### config.mk
export PLATFORM = sky130hd
export DESIGN_NAME = npu_axi_rd_arbiter_flat
export DESIGN_NICKNAME = d
export VERILOG_FILES = /design/src/rtl/npu_axi_rd_arbiter_if.sv /design/src/rtl/npu_axi_rd_arbiter.sv /design/src/flat_wrapper.sv
export SDC_FILE = /design/constraint.sdc
export NUM_CORES = 1
export LEC_CHECK = 0
export ABC_AREA = 1
export BUFFER_PORTS_ARGS = -buffer_cell sky130_fd_sc_hd__buf_2
export CORE_AREA = 2 2 394 396
export CTS_BUF_LIST = sky130_fd_sc_hd__clkbuf_8 sky130_fd_sc_hd__clkbuf_16
export DETAILED_ROUTE_END_ITERATION = 10
export DIE_AREA = 0 0 396 398
export GPL_TIMING_DRIVEN = 1
export PLACE_DENSITY = 0.31
export SETUP_SLACK_MARGIN = 0.1
export SLEW_MARGIN = 20
export SYNTH_ARGS = -nofsm -noshare
export SYNTH_HDL_FRONTEND = slang
export SYNTH_SLANG_ARGS = --single-unit
### constraint.sdc
create_clock -name clk -period 1.95 [get_ports clk]
set_input_delay 0 -clock clk [delete_from_list [all_inputs] [get_ports clk]]
set_output_delay 0 -clock clk [all_outputs]
set_load 0.01 [all_outputs]
### src/rtl/npu_axi_rd_arbiter_if.sv
// AXI read address/data channel bundle shared by requesters and master.
// The slave view is the arbiter's side of a requester link.
interface npu_axi_rd_arbiter_if #(
  parameter int ADDR_W = 64,
  parameter int DATA_W = 256
);
  logic              arvalid;
  logic              arready;
  logic [ADDR_W-1:0] araddr;
  logic [7:0]        arlen;
  logic [2:0]        arsize;
  logic              rvalid;
  logic              rready;
  logic [DATA_W-1:0] rdata;
  logic              rlast;

  modport master (
    output arvalid, araddr, arlen, arsize, rready,
    input  arready, rvalid, rdata, rlast
  );

  modport slave (
    input  arvalid, araddr, arlen, arsize, rready,
    output arready, rvalid, rdata, rlast
  );
endinterface

### src/rtl/npu_axi_rd_arbiter.sv
// Two-requester AXI read arbiter: round-robin grant, one burst in flight,
// R channel steered to the granted requester, sticky burst-length check.
module npu_axi_rd_arbiter #(
  parameter int ADDR_W = 64,
  parameter int DATA_W = 256
) (
  input  logic                  clk,
  input  logic                  rst,
  npu_axi_rd_arbiter_if.slave   s0,
  npu_axi_rd_arbiter_if.slave   s1,
  npu_axi_rd_arbiter_if.master  m_axi,
  output logic                  grant_id,
  output logic                  busy,
  output logic                  len_err,
  input  logic                  err_clr
);

  typedef enum logic [1:0] {
    IDLE,
    ADDR,
    DATA
  } state_t;

  state_t            r_state;
  state_t            w_next;
  logic              r_last_grant;
  logic              r_grant_id;
  logic              r_arvalid;
  logic              r_len_err;
  logic [ADDR_W-1:0] r_araddr;
  logic [7:0]        r_arlen;
  logic [2:0]        r_arsize;
  logic [8:0]        r_cnt;

  logic              w_req;
  logic              w_win;
  logic              w_ar_hs;
  logic              w_m_ar_hs;
  logic              w_g0;
  logic              w_g1;
  logic              w_r_hs;
  logic              w_len_set;
  logic [7:0]        w_sel_len;
  logic [DATA_W-1:0] w_rdata;

  // Tie goes to whoever was not served last; a lone request always wins.
  assign w_req     = s0.arvalid | s1.arvalid;
  assign w_win     = (s0.arvalid & s1.arvalid) ? ~r_last_grant : s1.arvalid;
  assign w_ar_hs   = (r_state == IDLE) & w_req;
  assign w_m_ar_hs = (r_state == ADDR) & r_arvalid & m_axi.arready;
  assign w_g0      = (r_state == DATA) & ~r_grant_id;
  assign w_g1      = (r_state == DATA) & r_grant_id;
  assign w_r_hs    = (r_state == DATA) & m_axi.rvalid & m_axi.rready;
  assign w_sel_len = w_win ? s1.arlen : s0.arlen;
  assign w_rdata   = m_axi.rdata;

  assign w_len_set = w_r_hs &
    (m_axi.rlast ? (r_cnt != 9'd1) : (r_cnt == 9'd1));

  assign s0.arready = w_ar_hs & ~w_win;
  assign s1.arready = w_ar_hs & w_win;

  assign s0.rvalid = w_g0 & m_axi.rvalid;
  assign s1.rvalid = w_g1 & m_axi.rvalid;
  assign s0.rdata  = w_g0 ? w_rdata : '0;
  assign s1.rdata  = w_g1 ? w_rdata : '0;
  assign s0.rlast  = w_g0 & m_axi.rlast;
  assign s1.rlast  = w_g1 & m_axi.rlast;

  assign m_axi.rready  = (w_g0 & s0.rready) | (w_g1 & s1.rready);
  assign m_axi.arvalid = r_arvalid;
  assign m_axi.araddr  = r_araddr;
  assign m_axi.arlen   = r_arlen;
  assign m_axi.arsize  = r_arsize;

  assign grant_id = r_grant_id;
  assign busy     = (r_state != IDLE);
  assign len_err  = r_len_err;

  always_ff @(posedge clk) begin
    if (rst) r_state <= IDLE;
    else     r_state <= w_next;
  end

  always_comb begin
    w_next = r_state;
    unique case (r_state)
      IDLE:    if (w_ar_hs) w_next = ADDR;
      ADDR:    if (w_m_ar_hs) w_next = DATA;
      DATA:    if (w_r_hs && m_axi.rlast) w_next = IDLE;
      default: w_next = IDLE;
    endcase
  end

  always_ff @(posedge clk) begin
    if (rst) begin
      r_last_grant <= 1'b1;
      r_grant_id   <= 1'b0;
      r_arvalid    <= 1'b0;
      r_araddr     <= '0;
      r_arlen      <= '0;
      r_arsize     <= '0;
      r_cnt        <= '0;
      r_len_err    <= 1'b0;
    end else begin
      if (w_ar_hs) begin
        r_araddr   <= w_win ? s1.araddr : s0.araddr;
        r_arlen    <= w_sel_len;
        r_arsize   <= w_win ? s1.arsize : s0.arsize;
        r_grant_id <= w_win;
        r_cnt      <= {1'b0, w_sel_len} + 9'd1;
        r_arvalid  <= 1'b1;
      end else if (w_m_ar_hs) begin
        r_arvalid  <= 1'b0;
      end
      // Counter parks at zero if the slave overruns the burst.
      if (w_r_hs) begin
        if (r_cnt != 9'd0) r_cnt <= r_cnt - 9'd1;
        if (m_axi.rlast) r_last_grant <= r_grant_id;
      end
      if (w_len_set)    r_len_err <= 1'b1;
      else if (err_clr) r_len_err <= 1'b0;
    end
  end

endmodule

### src/flat_wrapper.sv
// flat-port wrapper written by rule: the top's interface ports become plain ports
module npu_axi_rd_arbiter_flat 
#(
  parameter int ADDR_W = 64,
  parameter int DATA_W = 256
)
  (clk, rst, grant_id, busy, len_err, err_clr, s0_arvalid, s0_araddr, s0_arlen, s0_arsize, s0_rready, s0_arready, s0_rvalid, s0_rdata, s0_rlast, s1_arvalid, s1_araddr, s1_arlen, s1_arsize, s1_rready, s1_arready, s1_rvalid, s1_rdata, s1_rlast, m_axi_arvalid, m_axi_araddr, m_axi_arlen, m_axi_arsize, m_axi_rready, m_axi_arready, m_axi_rvalid, m_axi_rdata, m_axi_rlast);
  npu_axi_rd_arbiter_if #(.ADDR_W(ADDR_W), .DATA_W(DATA_W)) s0_i ();
  npu_axi_rd_arbiter_if #(.ADDR_W(ADDR_W), .DATA_W(DATA_W)) s1_i ();
  npu_axi_rd_arbiter_if #(.ADDR_W(ADDR_W), .DATA_W(DATA_W)) m_axi_i ();
  input  logic clk;
  input  logic rst;
  output logic grant_id;
  output logic busy;
  output logic len_err;
  input  logic err_clr;
  input wire logic [$bits(s0_i.arvalid)-1:0] s0_arvalid;
  input wire logic [$bits(s0_i.araddr)-1:0] s0_araddr;
  input wire logic [$bits(s0_i.arlen)-1:0] s0_arlen;
  input wire logic [$bits(s0_i.arsize)-1:0] s0_arsize;
  input wire logic [$bits(s0_i.rready)-1:0] s0_rready;
  output wire logic [$bits(s0_i.arready)-1:0] s0_arready;
  output wire logic [$bits(s0_i.rvalid)-1:0] s0_rvalid;
  output wire logic [$bits(s0_i.rdata)-1:0] s0_rdata;
  output wire logic [$bits(s0_i.rlast)-1:0] s0_rlast;
  input wire logic [$bits(s1_i.arvalid)-1:0] s1_arvalid;
  input wire logic [$bits(s1_i.araddr)-1:0] s1_araddr;
  input wire logic [$bits(s1_i.arlen)-1:0] s1_arlen;
  input wire logic [$bits(s1_i.arsize)-1:0] s1_arsize;
  input wire logic [$bits(s1_i.rready)-1:0] s1_rready;
  output wire logic [$bits(s1_i.arready)-1:0] s1_arready;
  output wire logic [$bits(s1_i.rvalid)-1:0] s1_rvalid;
  output wire logic [$bits(s1_i.rdata)-1:0] s1_rdata;
  output wire logic [$bits(s1_i.rlast)-1:0] s1_rlast;
  output wire logic [$bits(m_axi_i.arvalid)-1:0] m_axi_arvalid;
  output wire logic [$bits(m_axi_i.araddr)-1:0] m_axi_araddr;
  output wire logic [$bits(m_axi_i.arlen)-1:0] m_axi_arlen;
  output wire logic [$bits(m_axi_i.arsize)-1:0] m_axi_arsize;
  output wire logic [$bits(m_axi_i.rready)-1:0] m_axi_rready;
  input wire logic [$bits(m_axi_i.arready)-1:0] m_axi_arready;
  input wire logic [$bits(m_axi_i.rvalid)-1:0] m_axi_rvalid;
  input wire logic [$bits(m_axi_i.rdata)-1:0] m_axi_rdata;
  input wire logic [$bits(m_axi_i.rlast)-1:0] m_axi_rlast;
  assign s0_i.arvalid = s0_arvalid;
  assign s0_i.araddr = s0_araddr;
  assign s0_i.arlen = s0_arlen;
  assign s0_i.arsize = s0_arsize;
  assign s0_i.rready = s0_rready;
  assign s0_arready = s0_i.arready;
  assign s0_rvalid = s0_i.rvalid;
  assign s0_rdata = s0_i.rdata;
  assign s0_rlast = s0_i.rlast;
  assign s1_i.arvalid = s1_arvalid;
  assign s1_i.araddr = s1_araddr;
  assign s1_i.arlen = s1_arlen;
  assign s1_i.arsize = s1_arsize;
  assign s1_i.rready = s1_rready;
  assign s1_arready = s1_i.arready;
  assign s1_rvalid = s1_i.rvalid;
  assign s1_rdata = s1_i.rdata;
  assign s1_rlast = s1_i.rlast;
  assign m_axi_arvalid = m_axi_i.arvalid;
  assign m_axi_araddr = m_axi_i.araddr;
  assign m_axi_arlen = m_axi_i.arlen;
  assign m_axi_arsize = m_axi_i.arsize;
  assign m_axi_rready = m_axi_i.rready;
  assign m_axi_i.arready = m_axi_arready;
  assign m_axi_i.rvalid = m_axi_rvalid;
  assign m_axi_i.rdata = m_axi_rdata;
  assign m_axi_i.rlast = m_axi_rlast;
  npu_axi_rd_arbiter #(.ADDR_W(ADDR_W), .DATA_W(DATA_W)) u_core (.clk(clk), .rst(rst), .s0(s0_i), .s1(s1_i), .m_axi(m_axi_i), .grant_id(grant_id), .busy(busy), .len_err(len_err), .err_clr(err_clr));
endmodule
==> flow_metrics.py <==
metrics = {
    "critical_path": {
        "end_kind": "output pin",
        "crit_buf_inv": 4,
        "crit_slowest_cell": "dfxtp_2",
        "cpLargestDelayFamily": "buffers and inverters",
        "crit_required_ps": 1950,
        "crit_type": "reg -> out",
        "max_stage_delay_ps": 360,
        "path_cells": "inv_2 -> nor2_4 -> nand2_8 -> buf_16 -> buf_12 -> nor2_4 -> buf_6",
        "cp_max_fo": 11,
        "cp_common_cell": "nor2_4",
        "crit_path_start_kind": "flop",
        "worst_ep_arrival_time_ps": 1890,
    },
    "clock_tree": {
        "htree_levels": 3,
        "clock_path_buffers": 2,
        "cts.sinks": 90,
        "root_buffer": "clkbuf_16",
        "clock_latency_ps": 410,
        "clkSlewWorstSetupHoldPaths_ps": 80,
        "cts_tree": "yes",
        "cts_buffers": 9,
    },
    "detailed_routing": {
        "drc": 0,
        "ant_nets": 0,
        "via_count": 13919,
        "vias_per_cell": 3.00,
        "dr.pass1.iters": 4,
        "avgRoutedWirePerCell_um": 23.8,
        "drt-total-wl_um": 110000,
        "dr.first_iter.drc_count": 834,
    },
    "timing": {
        "period_minus_slack_ps": 1890,
        "period_share_pct": 97.0,
        "fin_ws_ps": 57.8,
        "slew_headroom_pct": 60.6,
        "rsz0062_at_grt": "yes",
        "setup_violations": 0,
        "fmax_ghz": 0.528,
        "worstMarginPinSlew_ps": 590,
        "hold_violations": 0,
        "slew_viol_final": 0,
        "fin_skew_ps": 11.7,
    },
    "cells_and_area": {
        "finalNonFillerCells": 4636,
        "fillCellCount": 18254,
        "layout-drive-gt1-share_pct": 47.6,
        "syn2layout_area_growth_pct": 153,
        "fin_nets": 2996,
        "postLayoutCoreUtil_pct": 12.0,
    },
    "power": {
        "vdd_ir_drop_max_mv": 0.722,
        "switching_share_pct": 39.2,
        "power.total_w": 0.00673,
        "p_sw_w": 0.00264,
        "seq_power_share_pct": 31.5,
        "comb_power_share_pct": 39.2,
        "power_density_nw_per_um2": 365,
        "pwr-share-clk_pct": 29.4,
        "power.internal_w": 0.00409,
        "power_leakage_nw": 10.4,
    },
    "logic_synthesis": {
        "synth_most_common_cell": "nor2_1",
        "synth_edf_count": 0,
        "yosys_warnings": 0,
        "ys_top_cells_by_area": "nor2_1 (28%), dfxtp_1 (25%), inv_1 (14%), nand2_1 (14%), a31oi_1 (5.9%)",
        "yosysSeqAreaShare_pct": 24.7,
        "ys_types": 28,
        "synth_top_family_by_area": "simple AND/OR/NAND/NOR gates",
        "async_flop_share_pct": 0,
        "synthFlopType": "dfxtp_1",
        "synthMuxAreaShare_pct": 0,
        "syn-instance-count": 1427,
        "synth_top_cells_by_count": "nor2_1 (542), inv_1 (275), nand2_1 (266)",
        "syn_nets": 1846,
        "avgSynthCellArea_um2": 5.11,
        "synth.largest_area_cell": "nor2_1",
        "synth_compound_area_share_pct": 8.81,
        "synth-simple-area-share_pct": 44.8,
        "netlist_area_um2": 7290,
        "synthAdderAreaFrac_pct": 0.515,
        "synth_xor_area_share_pct": 0.601,
        "synth_top_area_share_pct": 27.9,
        "ys_seq_elements": 90,
    },
    "floorplanning": {
        "die_h_um": 398,
        "dieArea_um2": 158000,
        "io-pin-count": 1014,
        "die_w_um": 396,
        "num_rows": 144,
        "core-area_um2": 153000,
        "start_util_pct": 4.75,
    },
    "flow_run": {
        "cap_violations": 0,
    },
    "global_routing": {
        "grt_max_degree": 60,
        "grt.overflow.total": 0,
        "grt_pass1_vias": 13036,
        "antenna_found_initial": 108,
        "grt_first_pass_wirelength_um": 135000,
        "grtUsageTotal_pct": 13.1,
    },
    "place": {
        "finalWeightedCongestion": 0.875,
        "io_buffers": 1013,
        "pre_cts_ws_ps": 161,
        "dpl.cell_count": 4428,
        "dpl.hpwl_um": 94900,
    },
    "run_status": {
        "status": "finished clean",
    },
    "min_path": {
        "min_path_type": "in -> reg",
    },
}
timing repair:
| item | 4_1_cts | 5_1_grt |
|---|---|---|
| resized for setup | 222 | 89 |
| hold buffers | 141 | 0 |
| pin swaps | 15 | 9 |
| cloned | 11 | 5 |
| hold endpoints to repair | 75 | 0 |
| buffers inserted | 12 | 16 |
| endpoints found under the setup margin | 496 | 321 |
final timing paths:
path                            cells after the start         startpoint  slack [ps]                 endpoint
worst max-delay path                                7  u_core.r_state[1]          60             s1_rdata[74]
worst min-delay path                                3      s1_araddr[62]          40  u_core.m_axi.araddr[62]
worst max register to register                      7  u_core.r_state[1]         130    u_core.m_axi.arlen[1]
worst min register to register                      2     u_core.len_err         480           u_core.len_err
placed cells by master (no fill, tap or decap), types with 21 or more instances in the layout:
master and instances:
nand2_1 265, a31oi_1 69, inv_1 277, buf_6 52
buf_4 63, nor2_1 454, dfxtp_1 87, dlygate4sd3_1 141
nand3_1 21, buf_2 933, nor2_2 35, nor2_4 58
layout make-up:
| cell class | count | area, um^2 | area share (%) |
|---|---|---|---|
| Antenna cell | 10 | 25.0 | 0.136 |
| Clock buffer | 10 | 239 | 1.30 |
| Clock inverter | 6 | 58.8 | 0.319 |
| Inverter | 287 | 1090 | 5.93 |
| Multi-Input combinational cell | 959 | 4550 | 24.7 |
| Sequential cell | 90 | 1810 | 9.82 |
| Tap cell | 2044 | 2560 | 13.9 |
| Timing Repair Buffer | 1230 | 8080 | 43.9 |
flip-flops by register name, indices dropped and copies added, names as in the netlist:
name and cells:
u_core.r_last_grant 1, u_core.m_axi.arvalid 1, u_core.r_state 2, u_core.len_err 1, u_core.m_axi.araddr 64, u_core.r_cnt 9
u_core.grant_id 1, u_core.m_axi.arlen 8, u_core.m_axi.arsize 3
power groups by stage:
| stage | combinational [W] | sequential (W) | clock, W |
|---|---|---|---|
| floorplan | 0.000859 | 0.00221 | 0 |
| global placement | 0.00226 | 0.00215 | 0 |
| detailed placement | 0.00225 | 0.00215 | 0 |
| CTS | 0.00264 | 0.00212 | 0.00211 |
| global route | 0.00289 | 0.00214 | 0.00214 |
| finish | 0.00263 | 0.00212 | 0.00198 |
layer usage:
layer / track usage [%] / part of all wire, % / vias up
met5: 0 / 0.42 / -
met2: 22.8 / 48 / 778
li1: - / - / 6456
met4: 1.18 / 1.4 / 64
met1: 15.7 / 41 / 6394
met3: 5.15 / 9.0 / 227
metrics by stage:
step | instance area [um^2] | TNS [ps] | hold WS (ps)
floorplan | 7290 | 0 | 109
finish | 18400 | 0 | 39.0
global route | 18400 | -3.79 | 21.7
global placement | 15000 | 0 | 257
detailed placement | 15000 | 0 | 268
CTS | 17900 | -275 | 11.4
kinds of logic (layout without fill, tap and decap cells):
logic type                 count (synthesis)  after routing
AOI/OAI and AO/OA                        104            104
and+or+nand+nor                          846            847
xor gates and xnor gates                   5              5
other                                      0             10
adders and majority gates                  3              3
DFF                                       90             90
buffers and inverters                    379           1533
worst register-to-register path, cell delays in order, from the launching register on:
cell	delay [ps]
dfxtp_2	340
inv_2	80
buf_4	110
nand2_2	120
nor2_4	230
clkbuf_2	180
a31oi_1	90
dlygate4sd3_1	560
Note: power is estimated with default switching activity, not from simulation.
